`config.mk`:
```
export PLATFORM = sky130hd
export DESIGN_NAME = roi_apb_regfile
export DESIGN_NICKNAME = d
export VERILOG_FILES = /design/src/rtl/roi_pkg.sv /design/src/rtl/roi_bank.sv /design/src/rtl/roi_apb_regfile.sv
export SDC_FILE = /design/constraint.sdc
export NUM_CORES = 1
export LEC_CHECK = 0
export CORE_MARGIN = 3
export CORE_UTILIZATION = 51
export CTS_CLUSTER_SIZE = 28
export DETAILED_ROUTE_END_ITERATION = 8
export PLACE_DENSITY_LB_ADDON = 0.25
export SLEW_MARGIN = 15
export SYNTH_ARGS = -nofsm -noshare
export SYNTH_HDL_FRONTEND = slang
export SYNTH_SLANG_ARGS = --single-unit
```
`constraint.sdc`:
```
create_clock -name clk_i -period 18.9 [get_ports clk_i]
set_clock_uncertainty 0.1 [all_clocks]
set_input_delay 5.67 -clock clk_i [delete_from_list [all_inputs] [get_ports clk_i]]
set_output_delay 5.67 -clock clk_i [all_outputs]
set_load 0.03 [all_outputs]
```
`src/rtl/roi_pkg.sv`:
```
// Shared types, register offsets and helpers for the ROI APB register file.
package roi_pkg;

    localparam int unsigned APB_DATA_WIDTH = 32;
    localparam int unsigned COORD_WIDTH    = 16;
    localparam int unsigned MAX_ROI        = 16;
    localparam int unsigned ROI_IDX_W      = 4;

    localparam int unsigned ROI_REGION_END = 32'h100;
    localparam int unsigned REG_CTRL       = 32'h100;
    localparam int unsigned REG_STATUS     = 32'h104;
    localparam int unsigned REG_COMMIT     = 32'h108;

    typedef struct packed {
        logic [COORD_WIDTH-1:0] y;
        logic [COORD_WIDTH-1:0] x;
    } roi_pt_t;

    typedef struct packed {
        roi_pt_t xy0;
        roi_pt_t xy1;
        logic    en;
    } roi_rect_t;

    typedef enum logic {
        IDLE,
        RESP
    } apb_state_e;

    typedef enum logic [2:0] {
        SEL_NONE,
        SEL_XY0,
        SEL_XY1,
        SEL_CTRL,
        SEL_STATUS,
        SEL_COMMIT
    } reg_sel_e;

    // STATUS bits that software may clear: err and the per-ROI invalid flags.
    function automatic logic [APB_DATA_WIDTH-1:0] status_w1c_mask(input int unsigned n_roi);
        logic [APB_DATA_WIDTH-1:0] m;
        m    = '0;
        m[1] = 1'b1;
        for (int unsigned i = 0; i < MAX_ROI; i++) begin
            if (i < n_roi) m[16+i] = 1'b1;
        end
        return m;
    endfunction

endpackage

```
`src/rtl/roi_bank.sv`:
```
// Storage for one ROI channel: shadow/active rectangles, validation and commit.
// ROI_SHADOW_EN selects double buffering; otherwise writes land in active directly.
module roi_bank
    import roi_pkg::*;
(
    input  logic                      clk_i,
    input  logic                      arst_i,
    input  logic                      wr_xy0_i,
    input  logic                      wr_xy1_i,
    input  logic                      wr_en_i,
    input  logic [APB_DATA_WIDTH-1:0] wdata_i,
    input  logic                      en_i,
    input  logic                      commit_i,
    output roi_rect_t                 shadow_o,
    output roi_rect_t                 active_o,
    output logic                      invalid_c_o
);

    roi_rect_t active_q, active_d;

`ifdef ROI_SHADOW_EN
    roi_rect_t shadow_q, shadow_d;

    always_comb begin
        shadow_d = shadow_q;
        if (wr_xy0_i) shadow_d.xy0 = roi_pt_t'(wdata_i);
        if (wr_xy1_i) shadow_d.xy1 = roi_pt_t'(wdata_i);
        if (wr_en_i)  shadow_d.en  = en_i;
    end

    assign invalid_c_o = (shadow_q.xy0.x > shadow_q.xy1.x) || (shadow_q.xy0.y > shadow_q.xy1.y);

    // Commit copies the pre-write shadow; an inverted rectangle only drops the enable.
    always_comb begin
        active_d = active_q;
        if (commit_i) begin
            if (invalid_c_o) active_d.en = 1'b0;
            else             active_d    = shadow_q;
        end
    end

    always_ff @(posedge clk_i or posedge arst_i) begin
        if (arst_i) shadow_q <= '0;
        else        shadow_q <= shadow_d;
    end

    assign shadow_o = shadow_q;
`else
    logic unused_commit;

    always_comb begin
        active_d = active_q;
        if (wr_xy0_i) active_d.xy0 = roi_pt_t'(wdata_i);
        if (wr_xy1_i) active_d.xy1 = roi_pt_t'(wdata_i);
        if (wr_en_i)  active_d.en  = en_i;
    end

    assign invalid_c_o   = 1'b0;
    assign unused_commit = commit_i;
    assign shadow_o      = active_q;
`endif

    always_ff @(posedge clk_i or posedge arst_i) begin
        if (arst_i) active_q <= '0;
        else        active_q <= active_d;
    end

    assign active_o = active_q;

endmodule

```
`src/rtl/roi_apb_regfile.sv`:
```
// APB3 slave for multi-ROI configuration: FSM, decode, status/pending and ROI banks.
// ROI_SHADOW_EN enables shadow/active double buffering with frame-boundary commit.
module roi_apb_regfile
    import roi_pkg::*;
#(
    parameter int unsigned NUM_ROI        = 4,
    parameter int unsigned APB_ADDR_WIDTH = 12
) (
    input  logic                      clk_i,
    input  logic                      arst_i,
    input  logic                      apb_psel_i,
    input  logic                      apb_penable_i,
    input  logic                      apb_pwrite_i,
    input  logic [APB_ADDR_WIDTH-1:0] apb_paddr_i,
    input  logic [APB_DATA_WIDTH-1:0] apb_pwdata_i,
    output logic [APB_DATA_WIDTH-1:0] apb_prdata_o,
    output logic                      apb_pready_o,
    output logic                      apb_pslverr_o,
    input  logic                      frame_start_i,
    output logic [NUM_ROI*32-1:0]     roi_xy0_o,
    output logic [NUM_ROI*32-1:0]     roi_xy1_o,
    output logic [NUM_ROI-1:0]        roi_en_o,
    output logic                      commit_done_o
);

    localparam logic [APB_DATA_WIDTH-1:0] W1C_MASK = status_w1c_mask(NUM_ROI);

    apb_state_e                state_q, state_d;
    logic                      pready_q, pready_d;
    logic                      pslverr_q, pslverr_d;
    logic [APB_DATA_WIDTH-1:0] prdata_q, prdata_d;
    logic                      capture_c;

    reg_sel_e                  sel_q;
    logic [ROI_IDX_W-1:0]      idx_q;
    logic                      write_q;
    logic [APB_DATA_WIDTH-1:0] wdata_q;

    logic                      pending_q, pending_d;
    logic                      err_q, err_d;
    logic [NUM_ROI-1:0]        flag_q, flag_d;
    logic                      commit_done_q;

    reg_sel_e                  dec_sel;
    logic [ROI_IDX_W-1:0]      dec_idx;
    logic                      status_bad_c;
    logic [APB_DATA_WIDTH-1:0] rd_c;

    logic                      apply_c;
    logic                      commit_c;
    logic [NUM_ROI-1:0]        wr_xy0_c, wr_xy1_c, invalid_c, shadow_en;
    logic                      wr_ctrl_c;
    roi_rect_t                 shadow [NUM_ROI];
    roi_rect_t                 active [NUM_ROI];

    // Address decode of the live access-phase address.
    always_comb begin
        dec_sel = SEL_NONE;
        dec_idx = apb_paddr_i[7:4];
        if (apb_paddr_i[1:0] == 2'b00) begin
            if (apb_paddr_i < APB_ADDR_WIDTH'(ROI_REGION_END)) begin
                if (32'(dec_idx) < NUM_ROI) begin
                    if (apb_paddr_i[3:2] == 2'd0)      dec_sel = SEL_XY0;
                    else if (apb_paddr_i[3:2] == 2'd1) dec_sel = SEL_XY1;
                end
            end else if (apb_paddr_i == APB_ADDR_WIDTH'(REG_CTRL)) begin
                dec_sel = SEL_CTRL;
            end else if (apb_paddr_i == APB_ADDR_WIDTH'(REG_STATUS)) begin
                dec_sel = SEL_STATUS;
            end else if (apb_paddr_i == APB_ADDR_WIDTH'(REG_COMMIT)) begin
                dec_sel = SEL_COMMIT;
            end
        end
    end

    assign status_bad_c = (dec_sel == SEL_STATUS) && apb_pwrite_i && ((apb_pwdata_i & ~W1C_MASK) != '0);

    always_comb begin
        rd_c = '0;
        case (dec_sel)
            SEL_XY0: begin
                for (int unsigned i = 0; i < NUM_ROI; i++) begin
                    if (dec_idx == ROI_IDX_W'(i)) rd_c = shadow[i].xy0;
                end
            end
            SEL_XY1: begin
                for (int unsigned i = 0; i < NUM_ROI; i++) begin
                    if (dec_idx == ROI_IDX_W'(i)) rd_c = shadow[i].xy1;
                end
            end
            SEL_CTRL: rd_c[NUM_ROI-1:0] = shadow_en;
            SEL_STATUS: begin
                rd_c[0]            = pending_q;
                rd_c[1]            = err_q;
                rd_c[16 +: NUM_ROI] = flag_q;
            end
            default: rd_c = '0;
        endcase
    end

    always_comb begin
        state_d   = state_q;
        pready_d  = 1'b0;
        pslverr_d = 1'b0;
        prdata_d  = '0;
        capture_c = 1'b0;
        case (state_q)
            IDLE: begin
                if (apb_psel_i && apb_penable_i) begin
                    state_d   = RESP;
                    pready_d  = 1'b1;
                    capture_c = 1'b1;
                    pslverr_d = (dec_sel == SEL_NONE) || status_bad_c;
                    if (!apb_pwrite_i && (dec_sel != SEL_NONE)) prdata_d = rd_c;
                end
            end
            RESP:    state_d = IDLE;
            default: state_d = IDLE;
        endcase
    end

    // Writes take effect on the edge that leaves RESP, from the captured access.
    assign apply_c   = (state_q == RESP) && write_q;
    assign wr_ctrl_c = apply_c && (sel_q == SEL_CTRL);

    always_comb begin
        for (int unsigned i = 0; i < NUM_ROI; i++) begin
            wr_xy0_c[i] = apply_c && (sel_q == SEL_XY0) && (idx_q == ROI_IDX_W'(i));
            wr_xy1_c[i] = apply_c && (sel_q == SEL_XY1) && (idx_q == ROI_IDX_W'(i));
        end
    end

`ifdef ROI_SHADOW_EN
    assign commit_c = frame_start_i && pending_q;
`else
    logic unused_frame;
    assign commit_c     = 1'b0;
    assign unused_frame = frame_start_i;
`endif

    // Commit flag-set wins over a concurrent W1C; a concurrent COMMIT write re-arms pending.
    always_comb begin
        pending_d = pending_q;
        err_d     = err_q;
        flag_d    = flag_q;
        if (apply_c && (sel_q == SEL_STATUS)) begin
            err_d  = err_q & ~wdata_q[1];
            flag_d = flag_q & ~wdata_q[16 +: NUM_ROI];
        end
        if (commit_c) begin
            pending_d = 1'b0;
            flag_d    = flag_d | invalid_c;
            err_d     = err_d | (|invalid_c);
        end
`ifdef ROI_SHADOW_EN
        if (apply_c && (sel_q == SEL_COMMIT) && wdata_q[0]) pending_d = 1'b1;
`endif
    end

    always_ff @(posedge clk_i or posedge arst_i) begin
        if (arst_i) begin
            state_q       <= IDLE;
            pready_q      <= 1'b0;
            pslverr_q     <= 1'b0;
            prdata_q      <= '0;
            sel_q         <= SEL_NONE;
            idx_q         <= '0;
            write_q       <= 1'b0;
            wdata_q       <= '0;
            pending_q     <= 1'b0;
            err_q         <= 1'b0;
            flag_q        <= '0;
            commit_done_q <= 1'b0;
        end else begin
            state_q       <= state_d;
            pready_q      <= pready_d;
            pslverr_q     <= pslverr_d;
            prdata_q      <= prdata_d;
            pending_q     <= pending_d;
            err_q         <= err_d;
            flag_q        <= flag_d;
            commit_done_q <= commit_c;
            if (capture_c) begin
                sel_q   <= dec_sel;
                idx_q   <= dec_idx;
                write_q <= apb_pwrite_i;
                wdata_q <= apb_pwdata_i;
            end
        end
    end

    for (genvar g = 0; g < NUM_ROI; g++) begin : g_roi
        roi_bank u_bank (
            .clk_i       (clk_i),
            .arst_i      (arst_i),
            .wr_xy0_i    (wr_xy0_c[g]),
            .wr_xy1_i    (wr_xy1_c[g]),
            .wr_en_i     (wr_ctrl_c),
            .wdata_i     (wdata_q),
            .en_i        (wdata_q[g]),
            .commit_i    (commit_c),
            .shadow_o    (shadow[g]),
            .active_o    (active[g]),
            .invalid_c_o (invalid_c[g])
        );
        assign roi_xy0_o[32*g +: 32] = active[g].xy0;
        assign roi_xy1_o[32*g +: 32] = active[g].xy1;
        assign roi_en_o[g]           = active[g].en;
        assign shadow_en[g]          = shadow[g].en;
    end

    assign apb_pready_o  = pready_q;
    assign apb_pslverr_o = pslverr_q;
    assign apb_prdata_o  = prdata_q;
    assign commit_done_o = commit_done_q;

endmodule

```
### Word-level counts from Yosys, hierarchy flattened

Index checks and enable logic that the tools add are counted.

| word-level totals | value |
|---|---|
| register bits | 340 |
| output and inout port bits | 295 |

| cells by class | value |
|---|---|
| magnitude comparators | 2 |
| equal/unequal tests | 18 |
| muxes and demuxes | 29 |
| bitwise gates (word level) | 5 |
| reduce and logical (&&, ||, !) cells | 26 |

Operator list:

| kind | count |
|---|---|
| 32-bit 2-to-1 mux | 11 |
| 12-bit case mux with 2 select lines | 2 |
| 12-bit by 9-bit == test with 1-bit output, second input constant | 3 |
| 32-bit nonzero test | 1 |
| 3-bit 2-to-1 mux | 6 |
| 1-bit logical AND | 17 |
| 4-bit by 2-bit == test with 1-bit output, second input constant | 4 |
| 3-bit by 2-bit == test with 1-bit output, second input constant | 4 |
| 12-bit by 9-bit < comparator with 1-bit output, second input constant | 1 |
| 4-bit case mux with 3 select lines | 1 |
| 4-bit by 1-bit == test with 1-bit output, second input constant | 2 |
| 4-bit zero test | 2 |
| 2-bit case mux with 4 select lines | 1 |
| 3-bit by 1-bit == test with 1-bit output, second input constant | 2 |
| 3-bit == test, second input constant | 2 |
| 2-bit case mux with 3 select lines | 1 |
| 4-bit bitwise AND | 1 |
| 2-bit zero test | 2 |
| 4-bit by 3-bit < comparator with 1-bit output, second input constant | 1 |
| 1-bit 2-to-1 mux | 4 |
| 2-bit 2-to-1 mux | 2 |
| 4-bit inverter | 1 |
| 3-bit zero test | 1 |
| 3-bit nonzero test | 1 |
| other kinds (6) | 7 |

### Logic depth before layout (Yosys ltp)

Gate-level depths: netlist (run 1).

| logic depth | value |
|---|---|
| depth in word-level cells | 12 |
| depth in mapped cells | 6 |
| depth with buffers taken out | 4 |

### Hierarchy

Synthesis (run 1) repeated with hierarchy kept, for this count alone.

| unflattened totals | value |
|---|---|
| cell total of the unflattened synthesis | 1252 |
| area, all modules | 18072.3 um^2 |

By module, submodules not included:

| module | times used | cells each | area an instance (um^2) | seq. area each (um^2) |
|---|---|---|---|---|
| roi_bank | 4 | 206 | 3229.3 | 1626.6 |
| roi_apb_regfile | 1 | 428 | 5154.9 | 1976.9 |

### Worst setup path after synthesis (run 1)

No wires, ideal clock.

| path | value |
|---|---|
| path kind | input-to-reg |
| from | in apb_paddr_i[5] |
| to | reg prdata_q[1], in the netlist apb_prdata_o[1] |
| arrival | 7.048 ns |
| required time | 18.701 ns |
| slack | 11.653 ns |
| stages on the path | 5 |
| path buffers | 1 |
| path through | buf_2 or4b_2 a221oi_1 nand4b_1 a311oi_1 |

| on the way | value |
|---|---|
| cells in the longest elaborated chain, start to end | 11 |

RTL lines:

| element | line | source |
|---|---|---|
| start, declared | roi_apb_regfile.sv:14 | `input logic [APB_ADDR_WIDTH-1:0] apb_paddr_i,` |
| branches (longest 8 deep; another with 12-bit by 9-bit < comparator with 1-bit output) | -- |  |
| 32-bit 2-to-1 mux (*) | roi_apb_regfile.sv:114 | `if (!apb_pwrite_i && (dec_sel != SEL_NONE)) prdata_d = rd_c;` |
| 32-bit 2-to-1 mux (*) | roi_apb_regfile.sv:109 | `if (apb_psel_i && apb_penable_i) begin` |
| 32-bit 2-to-1 mux (*) | roi_apb_regfile.sv:107 | `case (state_q)` |
| net prdata_d[1] | roi_apb_regfile.sv:31 | `logic [APB_DATA_WIDTH-1:0] prdata_q, prdata_d;` |
| end signal, assigned | roi_apb_regfile.sv:178 | `prdata_q <= prdata_d;` |
| end, declared | roi_apb_regfile.sv:31 |  |

Mark *: on every way through the listed nets, which the timed path passes.
A chain may end at the register's enable or synchronous reset.

### Worst setup path after layout (run 1)

| path | value |
|---|---|
| from | in apb_paddr_i[6] |
| to | reg prdata_q[12], in the netlist apb_prdata_o[12] |

| on the way | value |
|---|---|
| cells in the longest elaborated chain, start to end | 11 |

RTL lines:

| element | line |
|---|---|
| branches (longest 8 deep; another with 12-bit by 9-bit < comparator with 1-bit output) | -- |
| 32-bit 2-to-1 mux (*) | roi_apb_regfile.sv:114 |
| 32-bit 2-to-1 mux (*) | roi_apb_regfile.sv:109 |
| 32-bit 2-to-1 mux (*) | roi_apb_regfile.sv:107 |
| net prdata_d[12] | roi_apb_regfile.sv:31 |

Marks and branches as above.

==> results of run 1 <==
## critical path: cells and delay by family
kind            cells  cell delay [ps]
compound gates      1              220
buf+inv             2             1090
simple gates        3             1630
## sequential cells by signal (all words and copies together) (netlist names), 3 cells and up
register               flops
g_roi.u_bank.active_o    260
idx_q                      4
sel_q                      3
wdata_q                   32
flag_q                     4
apb_prdata_o              32
## cell usage after synthesis, drive strengths merged (3+ instances only)
master	instances	area (µm²)
clkbuf	32	128
nor3	5	25.0
a21boi	5	37.5
nor4	11	98.8
nor2	14	55.1
o2111ai	4	35.0
nand3	8	40.0
o21ai	6	30.0
nand3b	7	52.6
o221ai	57	631
mux2i	5	50.1
mux2	411	4630
or3	3	18.8
inv	5	18.8
a21oi	26	134
dfrtp	339	8480
buf	44	231
nand2	30	113
a31oi	6	37.5
nor3b	3	32.5
## cells in the final DEF, fill, tap and decap left out, drive strengths merged, types with 2 or more instances in the layout
master / netlist / routed
a2111o: 2 / 2
a21boi: 5 / 5
a21oi: 26 / 26
a221oi: 2 / 2
a311oi: 2 / 2
a31oi: 6 / 6
buf: 44 / 19
bufinv: 0 / 2
clkbuf: 32 / 53
clkdlybuf4s50: 0 / 340
clkinv: 0 / 7
dfrtp: 339 / 339
inv: 5 / 5
mux2: 411 / 411
mux2i: 5 / 5
mux4: 2 / 2
nand2: 30 / 30
nand3: 8 / 8
nand3b: 7 / 7
nand4: 2 / 2
nand4b: 2 / 2
nor2: 14 / 14
nor3: 5 / 5
nor3b: 3 / 3
nor4: 11 / 11
o2111ai: 4 / 4
o21ai: 6 / 6
o221ai: 57 / 57
or2: 2 / 2
or3: 3 / 3
or4: 2 / 2
## logic make-up after synthesis
family          after synthesis
mux                         418
flops                       339
compound gates              111
simple gates                 95
buf+inv                      81
xor+xnor                      1
other cells                   1
## where the power goes
group / total, µW / switching (µW) / internal [µW]
clock network: 731 / 286 / 445
registers: 773 / 33.2 / 740
logic: 72.8 / 43.1 / 29.7
## worst paths after layout
check	slack [ps]	from	cells past startpoint	end
min in group asynchronous	5660	arst_i	2	g_roi[3].u_bank.active_o[38]
min reg2reg	410	sel_q[2]	2	sel_q[2]
min	410	sel_q[2]	2	sel_q[2]
max	10580	apb_paddr_i[6]	6	apb_prdata_o[12]
max in group asynchronous	10640	arst_i	4	g_roi[2].u_bank.active_o[48]
max reg2reg	15720	sel_q[2]	5	g_roi[0].u_bank.active_o[11]
## per-stage QoR
stage	setup slack, ps	total power [µW]	util, %
6_report	10580	1580	69.5
5_1_grt	10210	1630	69.5
4_1_cts	10490	1590	69.5
3_5_place_dp	9940	859	65.2
3_3_place_gp	9960	857	65.2
2_1_floorplan	3740	819	-
## final cells by class
class                           instances  area, µm²
Clock inverter                          9       95.1
Multi-Input combinational cell        626       6330
Clock buffer                           53       1140
Sequential cell                       339       8480
Tap cell                              384        480
Inverter                                5       26.3
Timing Repair Buffer                  359       3550
Fill cell                            2055       8830
## routing by layer
metal  vias up  routed length (µm)  GRT usage (%)
li1       4550                   -              -
met1      5411               18800           37.4
met2       419               21500           45.9
met3       104                3570           7.71
met4         0                1740           10.1
met5         -                   0              0
==> impl_metrics.yaml, run 1 <==
critical_path:
  cp-start-kind: "input port"
  cp_slowest_cell: "nand4_1"
  cp_max_fo: 20
  required_ps: 19220
  cp_slowest_stage_delay_ps: 780
  critPathKind: "input port to flop"
  cp.arrival_ps: 8640
  worstPathCellList: "clkdlybuf4s50_1 > or4_4 > nor2_2 > nand4_1 > buf_4 > a21oi_1"
  end_kind: "flop"
drt:
  drc: 0
  wl_per_cell_um: 25.7
  wl_um: 45600
  antenna_left: 0
  drt_pre_antenna_iters: 5
  viasPerCell: 5.91
  dr.first_iter.drc_count: 696
  vias: 10484
global_routing:
  grt_pass1_wl_um: 68500
  grt_overflow: 0
  antenna_found_initial: 0
  first_global_vias: 10910
  grt_max_degree: 125
  track_usage_pct: 28.5
placement:
  placed_area_mm2: 0.0189
  placedCellCount: 1713
  dpl.hpwl_um: 29700
  gp_congestion: 0.847
  port_buffers: 342
synth:
  yosysUniqueCellTypes: 47
  synth_edf_count: 0
  synthArstFlopShare_pct: 100
  ys_seq_elements: 339
  synth-compound-area-share_pct: 6.46
  synthMuxAreaShare_pct: 31.2
  synth_nets: 1096
  yosysSeqAreaShare_pct: 56.1
  post_synth.cell_area_avg_um2: 14.5
  synth_top_family_by_area: "multiplexers"
  synth-simple-area-share_pct: 3.65
  synth_fa_ha_area_share_pct: 0
  synth_xor_area_share_pct: 0.0579
  synthFlopType: "dfrtp_1"
  netlist_area_mm2: 0.0151
  yosys_warnings: 0
  synthCells: 1046
sta:
  hold_slack_ps: 408
  fmax_mhz: 120
  worst_pin_slew_ps: 1240
  fin_crit_ps: 8320
  setup_viol: 0
  relSlewSlack_pct: 17.2
  maxSlewViolCount: 0
  setup_tns_ps: 0
  hold_violations: 0
  rsz0062_at_grt: "false"
  fin_crit_sh_pct: 44.0
clock_tree:
  ctsResizeCount: 0
  cts-root-buf: "clkbuf_16"
  h-tree-depth: 2
  clk_pin_slew_ps: 60
  cts.sinks: 339
  cts_tree: "yes"
  ctsHoldBuffers: 0
  clkLatencyLatePin_ps: 520
  cts_buffer_depth: 3
  cts_buffers: 38
  postCtsSetupBuffers: 0
floorplan:
  rows: 62
  initial_core_util_pct: 52.3
  ios: 345
  die_y_um: 178
  die_w_um: 178
  fp.dieArea_mm2: 0.0318
  core-area_mm2: 0.0289
cells_and_area:
  nets: 1419
  layout-drive-gt1-share_pct: 38.2
  insertedDiodeCount: 0
  final_cell_area_mm2: 0.0201
  fin_cells: 1775
  syn_to_final_growth_pct: 32.9
pwr:
  max-vdd-ir-drop_uv: 78.1
  pwr_density_cell_mw_per_mm2: 78.4
  cellLeakagePower_uw: 0.00903
job:
  maxCapViolCount: 0
worst_hold_path:
  hold_class: "flop to flop"
run_status:
  status: "complete, no violations"
No activity file was read; power rests on OpenSTA's default activity.
==> run 2, diff against run 1 <==
- CORE_UTILIZATION: 51 -> 46
- clock period: 18.9 -> 6.8 ns (I/O delays scaled with it)
==> impl_metrics.yaml, run 2 (synthesized netlist as in run 1, its figures left out) <==
global_routing:
  busiest_layer: "met2"
  antenna_found_initial: 0
  first_global_vias: 11180
  met2_usage_pct: 42.6
  met1_usage_pct: 34.7
  track_usage_pct: 26.1
  grt_max_degree: 158
  grt_overflow: 0
  grt_use_met3_pct: 7.22
  grt_pass1_wl_um: 70900
sta:
  setup_tns_ps: 0
  maxSlewViolCount: 0
  rsz0062_at_grt: "false"
  hold_slack_ps: 398
  fin_crit_ps: 3960
  fin_crit_sh_pct: 58.3
  hold_violations: 0
  setup_slack_ps: 2840
  relSlewSlack_pct: 15.3
  fmax_mhz: 252
  setup_viol: 0
  worst_pin_slew_ps: 1270
clock_tree:
  cts_buffer_depth: 3
  clkLatencyLatePin_ps: 520
  cts-root-buf: "clkbuf_16"
  ctsResizeCount: 0
  cts.sinks: 339
  clk_pin_slew_ps: 60
  cts_tree: "yes"
  cts_buffers: 38
  ctsHoldBuffers: 0
  postCtsSetupBuffers: 0
  h-tree-depth: 2
placement:
  port_buffers: 342
  pre_cts_ws_ps: 2330
  placed_area_mm2: 0.0190
  dpl.hpwl_um: 30300
  gp_congestion: 0.795
critical_path:
  end_kind: "flop"
  cp.arrival_ps: 4290
  required_ps: 7120
  cp-start-kind: "input port"
  rrSetupSlack_ps: 3500
  worstPathCellList: "clkdlybuf4s50_1 > or4_4 > nor4_4 > buf_4 > nand2_1 > a311oi_1"
  critPathKind: "input port to flop"
  cp_slowest_cell: "or4_4"
  cp_max_fo: 16
  critPathTopFamily: "simple AND/OR/NAND/NOR gates"
  cp_num_buf_inv: 2
  cp_slowest_stage_delay_ps: 650
run_status:
  status: "complete, no violations"
floorplan:
  die_y_um: 187
  fp.dieArea_mm2: 0.0351
  rows: 65
  ios: 345
  core-area_mm2: 0.0320
  initial_core_util_pct: 47.3
  die_w_um: 187
drt:
  dr.first_iter.drc_count: 592
  vias: 10473
  wl_um: 46500
  drc: 0
  viasPerCell: 5.71
  antenna_left: 0
  wl_per_cell_um: 25.3
  drt_pre_antenna_iters: 5
cells_and_area:
  largest_register_ffs: 260
  fill_cells: 2461
  final_cell_mix: "411 x mux2_2, 340 x clkdlybuf4s50_1, 339 x dfrtp_1, 41 x clkbuf_16, 36 x o221ai_1"
  insertedDiodeCount: 0
  nets: 1421
  final_cell_area_mm2: 0.0203
  final_common_cell: "mux2_2"
  layout-drive-gt1-share_pct: 38.6
  syn_to_final_growth_pct: 34.5
pwr:
  max-vdd-ir-drop_uv: 201
  fin_total_pwr_uw: 4580
  pwr_density_cell_mw_per_mm2: 225
  cellLeakagePower_uw: 0.00910
worst_hold_path:
  hold_class: "flop to flop"
job:
  maxCapViolCount: 0
-- run 2: changes by cell type in the layout (fill, tap and decap cells not counted) --
| cell | before | now |
|---|---|---|
| buf_12 | 0 | 2 |
| bufinv_16 | 2 | 6 |
| clkbuf_1 | 5 | 4 |
| clkinv_2 | 7 | 6 |
| clkinv_4 | 0 | 1 |
| clkinvlp_4 | 0 | 3 |
| inv_6 | 0 | 1 |
| inv_8 | 1 | 0 |
-- run 2: worst min-delay path: cells and delay by family, from the launching register on --
kind | cells | cell delay, ps
AND/OR/NAND/NOR | 2 | 100
flip-flops | 1 | 360
-- run 2: layout make-up --
| class | instances | area (µm²) | area share, % |
|---|---|---|---|
| clock buffer | 52 | 1140 | 5.59 |
| clock inverter | 16 | 243 | 1.19 |
| inverter | 5 | 22.5 | 0.111 |
| multi-input combinational | 626 | 6330 | 31.1 |
| sequential | 339 | 8480 | 41.7 |
| tap | 435 | 544 | 2.67 |
| timing repair buffer | 361 | 3590 | 17.6 |
-- run 2: metrics by stage --
stage	cells	utilization, %
2_1_floorplan	1046	-
3_3_place_gp	1766	59.4
3_5_place_dp	1766	59.4
4_1_cts	1834	63.7
5_1_grt	1834	63.7
6_report	1834	63.7
-- run 2: worst paths after layout --
kind,startpoint,endpoint,cells after the start
worst max-delay path,apb_paddr_i[8],apb_prdata_o[1],6
worst min-delay path,sel_q[2],sel_q[2],2
worst max register to register,apb_pready_o,g_roi[0].u_bank.active_o[45],5
worst min register to register,sel_q[2],sel_q[2],2
max in group asynchronous,arst_i,g_roi[0].u_bank.active_o[45],3
min in group asynchronous,arst_i,apb_prdata_o[5],2
-- run 2: power by group --
group          switching [µW]  total [µW]  leakage, µW  internal [µW]
logic                     120         204      0.00377           84.4
registers                91.7        2150      0.00466           2060
clock network             829        2230     0.000678           1400
-- run 2: layer usage --
metal | part of all wire (%) | up-vias
met5 | 0 | -
met4 | 2.3 | 0
met3 | 8.1 | 64
met2 | 48 | 390
met1 | 42 | 5467
li1 | - | 4552
==> run 3, diff against run 2 <==
- CORE_UTILIZATION: 46 -> 51
- clock period: 6.8 -> 3.8 ns (I/O delays scaled with it)
==> impl_metrics.yaml, run 3 (synthesized netlist as in run 1, its figures left out) <==
run_status:
  status: "complete, no violations"
pwr:
  max-vdd-ir-drop_uv: 427
  cellLeakagePower_uw: 0.00915
  fin_total_pwr_uw: 7900
  pwr_density_cell_mw_per_mm2: 387
floorplan:
  die_w_um: 178
  core-area_mm2: 0.0289
  ios: 345
  fp.dieArea_mm2: 0.0318
  rows: 62
  die_y_um: 178
  initial_core_util_pct: 52.3
critical_path:
  worstSetupStartpoint: "apb_paddr_i[6]"
  cp-start-kind: "input port"
  reg2reg_from: "apb_pready_o"
  cp_max_fo: 12
  cp.arrival_ps: 3300
  cp_slowest_cell: "or4_4"
  worstPathCellList: "clkdlybuf4s50_1 > or4_4 > nor4_4 > buf_4 > o221ai_1 > a31oi_1"
  rr_worst_depth: 5
  cp_slowest_stage_delay_ps: 620
  critPathKind: "input port to flop"
  required_ps: 4130
  end_kind: "flop"
placement:
  gp_congestion: 0.859
  port_buffers: 342
  dpl.hpwl_um: 30800
global_routing:
  track_usage_pct: 28.7
  grt_max_degree: 95
  first_global_vias: 11166
  grt_overflow: 0
  antenna_found_initial: 0
  grt_pass1_wl_um: 69200
clock_tree:
  cts_buffers: 37
  cts_buffer_depth: 3
  h-tree-depth: 2
  ctsResizeCount: 0
  clk_pin_slew_ps: 60
  cts_tree: "yes"
  clkLatencyLatePin_ps: 520
  cts.sinks: 339
  cts-root-buf: "clkbuf_16"
  ctsHoldBuffers: 0
  postCtsSetupBuffers: 0
sta:
  setup_viol: 0
  rsz0062_at_grt: "false"
  hold_violations: 0
  fmax_mhz: 337
  maxSlewViolCount: 0
  relSlewSlack_pct: 52.2
  fin_crit_ps: 2960
  worst_pin_slew_ps: 711
  fin_crit_sh_pct: 78.0
cells_and_area:
  syn_to_final_growth_pct: 34.8
  largest_register_ffs: 260
  nets: 1439
  layout-drive-gt1-share_pct: 38.8
  insertedDiodeCount: 0
  fill_cells: 1990
  final_common_cell: "mux2_2"
  fin_util_pct: 70.5
  final_cell_mix: "411 x mux2_2, 340 x clkdlybuf4s50_1, 339 x dfrtp_1, 39 x clkbuf_16, 36 x o221ai_1"
drt:
  antenna_left: 0
  viasPerCell: 5.84
  vias: 10477
  wl_per_cell_um: 25.5
  wl_um: 45700
  drt_pre_antenna_iters: 5
  dr.first_iter.drc_count: 648
  drc: 0
worst_hold_path:
  worstHoldPathCells: 2
  hold_class: "flop to flop"
  min_from: "sel_q[2]"
job:
  maxCapViolCount: 0
==> run 3: metrics by stage <==
step	hold slack, ps	setup WS, ps	cell area, µm²	TNS (ps)	cells
after global routing	441	708	20400	0	1793
after detailed placement	392	321	19200	0	1734
final	402	837	20400	0	1793
after floorplan	361	-1970	15100	-668700	1046
after CTS	407	858	20400	0	1793
after global placement	380	323	19200	0	1734
==> run 3: critical path, delay by kind of cell <==
kind | cells | cell delay, ps
and+or+nand+nor | 2 | 960
AOI/OAI and AO/OA | 2 | 400
buffers and inverters | 2 | 790
==> run 3: worst paths after layout <==
kind | endpoint | slack, ps
max in group asynchronous | idx_q[1] | 1820
hold reg to reg | sel_q[2] | 400
min in group asynchronous | apb_prdata_o[4] | 910
setup reg to reg | g_roi[1].u_bank.active_o[40] | 1240
hold / removal | sel_q[2] | 400
setup / recovery | apb_prdata_o[16] | 840
==> run 3: area by class of cell <==
| class | instances | area [µm²] | area share, % |
|---|---|---|---|
| Inverter | 5 | 22.5 | 0.110 |
| Tap cell | 384 | 480 | 2.36 |
| Sequential cell | 339 | 8480 | 41.6 |
| Timing Repair Buffer | 380 | 3840 | 18.9 |
| Clock inverter | 10 | 185 | 0.908 |
| Multi-Input combinational cell | 626 | 6330 | 31.0 |
| Clock buffer | 49 | 1040 | 5.12 |
==> run 3: report_power, final <==
| group | leakage, µW | internal, µW | switching (µW) | total [µW] |
|---|---|---|---|---|
| Combinational | 0.00389 | 162 | 219 | 381 |
| Sequential | 0.00466 | 3680 | 167 | 3850 |
| Clock | 0.000598 | 2260 | 1410 | 3670 |
==> run 3: routing by layer <==
layer / vias up / share of wire, % / global-route usage, %
met5: - / 0 / 0
met4: 0 / 2.2 / 7.18
met3: 66 / 7.8 / 7.02
met2: 399 / 49 / 48.6
met1: 5409 / 41 / 37.2
li1: 4603 / - / -
